<file path="config.mk">
export PLATFORM = sky130hd
export DESIGN_NAME = ring_decoder
export DESIGN_NICKNAME = d
export VERILOG_FILES = /design/src/rtl/ring_pkg.sv /design/src/rtl/onehot_enc.sv /design/src/rtl/ring_decoder.sv
export SDC_FILE = /design/constraint.sdc
export NUM_CORES = 1
export LEC_CHECK = 0
export ABC_AREA = 1
export BUFFER_PORTS_ARGS = -buffer_cell sky130_fd_sc_hd__buf_2
export CORE_MARGIN = 1
export CORE_UTILIZATION = 62
export DETAILED_ROUTE_END_ITERATION = 12
export PLACE_DENSITY = 0.86
export SLEW_MARGIN = 20
export SYNTH_ARGS = -nofsm -noshare
export SYNTH_HDL_FRONTEND = slang
export SYNTH_HIERARCHICAL = 1
export SYNTH_SLANG_ARGS = --single-unit
</file>
<file path="constraint.sdc">
create_clock -name clk -period 7.95 [get_ports clk]
set_input_delay 1.59 -clock clk [delete_from_list [all_inputs] [get_ports clk]]
set_output_delay 1.59 -clock clk [all_outputs]
set_load 0.1 [all_outputs]
</file>
<file path="src/rtl/ring_pkg.sv">
// Shared types and helpers for the ring-counter decoder.
package ring_pkg;

   localparam int DEF_WIDTH = 8;

   typedef enum logic [1:0] {
      HUNT    = 2'd0,
      ACQUIRE = 2'd1,
      LOCKED  = 2'd2
   } state_t;

   // Rotate the low w bits of x left by one; bit w-1 wraps to bit 0.
   function automatic logic [15:0] rotl(input logic [15:0] x, input int w);
      logic [15:0] res;
      res = '0;
      for (int i = 0; i < 16; i++) begin
         if (i < w) res[(i + 1 == w) ? 0 : i + 1] = x[i];
      end
      return res;
   endfunction

endpackage

</file>
<file path="src/rtl/onehot_enc.sv">
// One-hot to binary encoder that also flags whether exactly one bit is set.
module onehot_enc
   import ring_pkg::*;
#(
   parameter int WIDTH = DEF_WIDTH
) (
   input  logic [WIDTH-1:0]         i_vec,
   output logic [$clog2(WIDTH)-1:0] o_index,
   output logic                     o_is_onehot
);

   localparam int IW = $clog2(WIDTH);
   localparam int CW = IW + 1;

   logic [CW-1:0] w_ones;

   // NOTE: every always_comb output gets a default first so no path leaves it unassigned (no latch).
   always_comb begin
      o_index = '0;
      w_ones  = '0;
      for (int i = 0; i < WIDTH; i++) begin
         if (i_vec[i]) o_index = IW'(i);
         w_ones = w_ones + CW'(i_vec[i]);
      end
      o_is_onehot = (w_ones == CW'(1));
   end

endmodule

</file>
<file path="src/rtl/ring_decoder.sv">
// Ring-counter decoder: hunts, acquires and tracks a rotating one-hot pattern.
// Optional rotation counter (wrap/rot_cnt) enabled by `define RING_DECODER_ROT_CNT_EN.
module ring_decoder
   import ring_pkg::*;
#(
   parameter int WIDTH      = DEF_WIDTH,
   parameter int LOCK_COUNT = 2,
   parameter int MISS_LIMIT = 3
) (
   input  logic                     clk,
   input  logic                     rst,
   input  logic [WIDTH-1:0]         ring_in,
   input  logic                     ring_valid,
   input  logic                     clear_err,
   output logic [$clog2(WIDTH)-1:0] pos,
   output logic                     locked,
   output logic                     err,
   output logic [7:0]               err_cnt,
   output logic                     wrap,
   output logic [7:0]               rot_cnt
);

   localparam int              PW        = $clog2(WIDTH);
   localparam logic [2:0]      LOCK_CNT3 = 3'(LOCK_COUNT);
   localparam logic [2:0]      MISS_LIM3 = 3'(MISS_LIMIT);

   state_t           r_state, w_state_nxt;
   logic [WIDTH-1:0] r_ref, w_ref_nxt, w_rot;
   logic [PW-1:0]    r_pos, w_pos_nxt, w_in_idx;
   logic [2:0]       r_good, w_good_nxt, w_good_inc;
   logic [2:0]       r_miss, w_miss_nxt, w_miss_inc;
   logic             w_in_onehot, w_match, w_miss_evt;
   logic             r_locked, r_err, w_err_nxt;
   logic [7:0]       r_err_cnt, w_err_cnt_nxt;

   onehot_enc #(.WIDTH(WIDTH)) u_enc (
      .i_vec       (ring_in),
      .o_index     (w_in_idx),
      .o_is_onehot (w_in_onehot)
   );

   assign w_rot      = WIDTH'(rotl(16'(r_ref), WIDTH));
   assign w_match    = (ring_in == w_rot);
   assign w_good_inc = r_good + 3'd1;
   assign w_miss_inc = r_miss + 3'd1;

   // NOTE: sequential state uses non-blocking assignments so every register samples pre-edge values.
   always_ff @(posedge clk) begin
      if (rst) begin
         r_state   <= HUNT;
         r_ref     <= WIDTH'(1);
         r_pos     <= '0;
         r_good    <= '0;
         r_miss    <= '0;
         r_locked  <= 1'b0;
         r_err     <= 1'b0;
         r_err_cnt <= '0;
      end else begin
         r_state   <= w_state_nxt;
         r_ref     <= w_ref_nxt;
         r_pos     <= w_pos_nxt;
         r_good    <= w_good_nxt;
         r_miss    <= w_miss_nxt;
         r_locked  <= (w_state_nxt == LOCKED);
         r_err     <= w_err_nxt;
         r_err_cnt <= w_err_cnt_nxt;
      end
   end

   always_comb begin
      w_state_nxt = r_state;
      w_ref_nxt   = r_ref;
      w_pos_nxt   = r_pos;
      w_good_nxt  = r_good;
      w_miss_nxt  = r_miss;
      w_miss_evt  = 1'b0;
      if (ring_valid) begin
         unique case (r_state)
            HUNT: begin
               if (w_in_onehot) begin
                  w_ref_nxt = ring_in;
                  w_pos_nxt = w_in_idx;
                  if (LOCK_COUNT == 1) begin
                     w_state_nxt = LOCKED;
                     w_good_nxt  = '0;
                  end else begin
                     w_state_nxt = ACQUIRE;
                     w_good_nxt  = 3'd1;
                  end
               end
            end
            ACQUIRE: begin
               if (w_match) begin
                  w_ref_nxt = ring_in;
                  w_pos_nxt = w_in_idx;
                  if (w_good_inc == LOCK_CNT3) begin
                     w_state_nxt = LOCKED;
                     w_good_nxt  = '0;
                  end else begin
                     w_good_nxt  = w_good_inc;
                  end
               end else if (w_in_onehot) begin
                  w_ref_nxt  = ring_in;
                  w_pos_nxt  = w_in_idx;
                  w_good_nxt = 3'd1;
               end else begin
                  w_state_nxt = HUNT;
                  w_good_nxt  = '0;
               end
            end
            LOCKED: begin
               if (w_match) begin
                  w_ref_nxt  = ring_in;
                  w_pos_nxt  = w_in_idx;
                  w_miss_nxt = '0;
               end else begin
                  // Flywheel: keep advancing the reference through the bad sample.
                  w_miss_evt = 1'b1;
                  w_ref_nxt  = w_rot;
                  w_pos_nxt  = r_pos + PW'(1);
                  if (w_miss_inc == MISS_LIM3) begin
                     w_state_nxt = HUNT;
                     w_miss_nxt  = '0;
                  end else begin
                     w_miss_nxt  = w_miss_inc;
                  end
               end
            end
            default: w_state_nxt = HUNT;
         endcase
      end
   end

   always_comb begin
      w_err_nxt     = w_miss_evt;
      w_err_cnt_nxt = r_err_cnt;
      if (clear_err)                          w_err_cnt_nxt = '0;
      else if (w_miss_evt && r_err_cnt != 8'hFF) w_err_cnt_nxt = r_err_cnt + 8'd1;
   end

   assign pos     = r_pos;
   assign locked  = r_locked;
   assign err     = r_err;
   assign err_cnt = r_err_cnt;

`ifdef RING_DECODER_ROT_CNT_EN
   logic       w_hit_locked, w_wrap_nxt, r_wrap;
   logic [7:0] r_rot_cnt;

   assign w_hit_locked = ring_valid && (r_state == LOCKED) && w_match;
   assign w_wrap_nxt   = w_hit_locked && (r_pos == PW'(WIDTH - 1));

   always_ff @(posedge clk) begin
      if (rst) begin
         r_wrap    <= 1'b0;
         r_rot_cnt <= '0;
      end else begin
         r_wrap <= w_wrap_nxt;
         if (w_wrap_nxt) r_rot_cnt <= r_rot_cnt + 8'd1;
      end
   end

   assign wrap    = r_wrap;
   assign rot_cnt = r_rot_cnt;
`else
   assign wrap    = 1'b0;
   assign rot_cnt = '0;
`endif

endmodule

</file>
==> impl_metrics.tcl <==
set metrics [dict create \
    setup_viol 0 \
    syn_area_per_cell_um2 6.285 \
    reg2reg_depth 8 \
    diodes 0 \
    p_leak_uw 0.001320 \
    min_to "r_miss[2]" \
    min_path_type "flop to flop" \
    cts-root-buf "clkbuf_8" \
    clock_path_buffers 2 \
    antenna_found_initial 0 \
    finalCritPeriodShare 0.6453 \
    die_width_um 64.23 \
    drc 0 \
    synth_area_leaders "dfxtp_1 (24%), nand2_1 (15%), a21oi_1 (8.3%)" \
    synthArstFlopShare 0 \
    synth_top_cell_by_area "dfxtp_1" \
    cts-htree-levels 2 \
    hold_viol_final 0 \
    grt_pass1_wl_um 9570 \
    synthesis.area_mm2 0.002401 \
    start_util 0.6509 \
    fin_skew_ns 0.005923 \
    setup_ws_ns 2.819 \
    netlist_instances 382 \
    synth.most_common_cell "nand2_1" \
    dr.first_iter.drc_count 205 \
    rows 22 \
    hold_depth 2 \
    rr_startpoint "r_state[0]" \
    grt_pass1_vias 2181 \
    top_level_ports 34 \
    portBuffers 24 \
    cpMaxStageDelayCell "fa_1" \
    firstDrtPassIters 5 \
    worst-path-buf-inv 5 \
    r2r-end "locked" \
    r2r_slack_ns 5.60 \
    cts.reportedPaths.clkPinSlew_ns 0.07 \
    timing.final.max_slew_violations 0 \
    cellPowerDensity_mw_per_mm2 192.3 \
    post_cts_buffers 0 \
    dieArea_mm2 0.004125 \
    synth_edf_count 0 \
    cp-start-kind "input port" \
    total_power_uw 492.7 \
    slew_headroom 0.4445 \
    area_delta_synth_final_pct 6.722 \
    tightest_slew_ns 0.8302 \
    numCtsBuffers 5 \
    tns_ns 0 \
    coreArea_mm2 0.003689 \
    drt-total-wl_um 5568 \
    num_vias 2424 \
    hpwlAfterDp_um 3935 \
    ir_drop_uv 134.3 \
    post_drt_via_cell_ratio 5.411 \
    crit_type "input port to flop" \
    grt_max_degree 31 \
    cp_data_arrival_time_ns 5.35 \
    gp_congestion 0.9329 \
    ant_nets 0 \
    synth_common_cells "nand2_1 (97), inv_1 (45), a21oi_1 (40), nor2_1 (34), o21ai_0 (34)" \
    yosysTopAreaCellShare 0.2418 \
    path_max_fanout 22 \
    worst_ep_required_time_ns 8.17 \
    drive_gt1_frac 0.1100 \
    nets 428 \
    final_util 0.6947 \
    cts_hold_buf 0 \
    period_minus_slack_ns 5.131 \
    fmax_mhz 194.9 \
    grt_use_total 0.2930 \
    min_from "r_miss[2]" \
    synth-seq-cells 29 \
    worstPathCellList "buf_2 > inv_1 > fa_1 > fa_1 > fa_1 > inv_1 > ha_1 > inv_1 > fa_1 > o211ai_1 > a21oi_1 > buf_4 > nor2_1 > nor2_1 > o21ai_0 > nor3_4 > nand3b_1 > a21oi_1" \
    clock-sinks 29 \
    cp_common_cell "fa_1" \
    rsz0062_at_grt "no" \
    die_h_um 64.23 \
    cp-startpoint "ring_in[0]" \
    outcome "finished clean" \
    crit_cells 18 \
    cts_tree "built" \
    crit_path_max_incr_delay_ns 0.55 \
    grt_overflow 0 \
    drv_cap 0 \
    fill_cells 338 \
    pre_cts_ws_ns 2.542 \
    synth-main-ff-cell "dfxtp_1" \
    ctsResizeCount 0 \
    ys_seq_area_frac 0.2418 \
    synth_cell_types 33 \
    cp-end-kind "flop" \
    critPathTopFamily "adder cells" \
    yosysWarnings 6 \
    wl_per_cell_um 12.43 \
    worst_skew_pair.late_latency_ns 0.28 \
]
where the power goes:
part           switching, µW  total, µW  internal [µW]  leakage [µW]
Combinational            143        202           59.7       0.00104
Clock                   61.1        122           60.6     0.0000450
Sequential              12.7        169            156      0.000236
how the worst max path moves through the flow:
stage,end
2_1_floorplan,r_ref[3]
3_3_place_gp,r_good[1]
3_5_place_dp,r_good[1]
4_1_cts,r_good[1]
5_1_grt,r_good[1]
6_report,r_good[1]
cell usage in the layout (no fill, tap or decap), types with 2 or more instances in the layout:
cell / Yosys / final
nand2_1: 97 / 97
inv_1: 45 / 45
a21oi_1: 40 / 40
nor2_1: 34 / 34
o21ai_0: 34 / 34
dfxtp_1: 29 / 29
buf_2: 2 / 24
nand3_1: 18 / 18
ha_1: 13 / 13
conb_1: 1 / 9
o21bai_1: 8 / 8
inv_2: 7 / 7
xnor2_1: 6 / 6
clkbuf_8: 0 / 5
nand4_1: 4 / 4
clkinv_2: 2 / 4
xor2_1: 4 / 4
fa_1: 4 / 4
o211ai_1: 2 / 2
logic make-up (layout without fill, tap and decap cells):
group,count (synthesis),after routing,synth area share
xor gates and xnor gates,10,10,0.03648
other,1,9,0.001562
muxes,1,1,0.004169
DFF,29,29,0.2418
AOI/OAI and AO/OA,88,88,0.1970
and+or+nand+nor,159,159,0.2746
adders and majority gates,17,17,0.1011
buffers and inverters,77,87,0.1433
sequential cells by signal, indices dropped and copies added (netlist names):
signal and count:
r_ref 8, pos 3, r_state 2, r_good 3, r_miss 3, err 1, locked 1, err_cnt 8
worst reg2reg max path, cell delays in order (launching register included):
cell     delay [ns]
dfxtp_1        0.40
ha_1           0.24
nor2_1         0.65
inv_1          0.47
a21oi_1        0.26
nand2_1        0.07
nand2_1        0.06
nand2_1        0.05
nor2_1         0.09
per-stage QoR:
stage / instance area [µm²] / instances / hold slack (ns)
after floorplan: 2431 / 390 / 0.4554
after global placement: 2480 / 440 / 0.4666
after detailed placement: 2480 / 440 / 0.4666
after CTS: 2562 / 448 / 0.4769
after global routing: 2562 / 448 / 0.5059
final: 2562 / 448 / 0.4775
area by class of cell:
type / count / area, µm² / share of cell area
sequential: 29 / 580.6 / 0.2266
timing repair buffer: 25 / 127.6 / 0.04980
inverter: 54 / 205.2 / 0.08008
tap: 48 / 60.06 / 0.02344
multi-input combinational: 284 / 1506 / 0.5879
clock buffer: 6 / 72.57 / 0.02832
clock inverter: 2 / 10.01 / 0.003906
routing by layer:
| layer | track usage | part of all wire | vias to the layer above |
|---|---|---|---|
| li1 | - | - | 1234 |
| met1 | 0.4000 | 0.47 | 1078 |
| met2 | 0.4428 | 0.45 | 100 |
| met3 | 0.06071 | 0.062 | 12 |
| met4 | 0.1278 | 0.015 | 0 |
| met5 | 0 | 0 | - |
(Power assumes the default switching activity.)
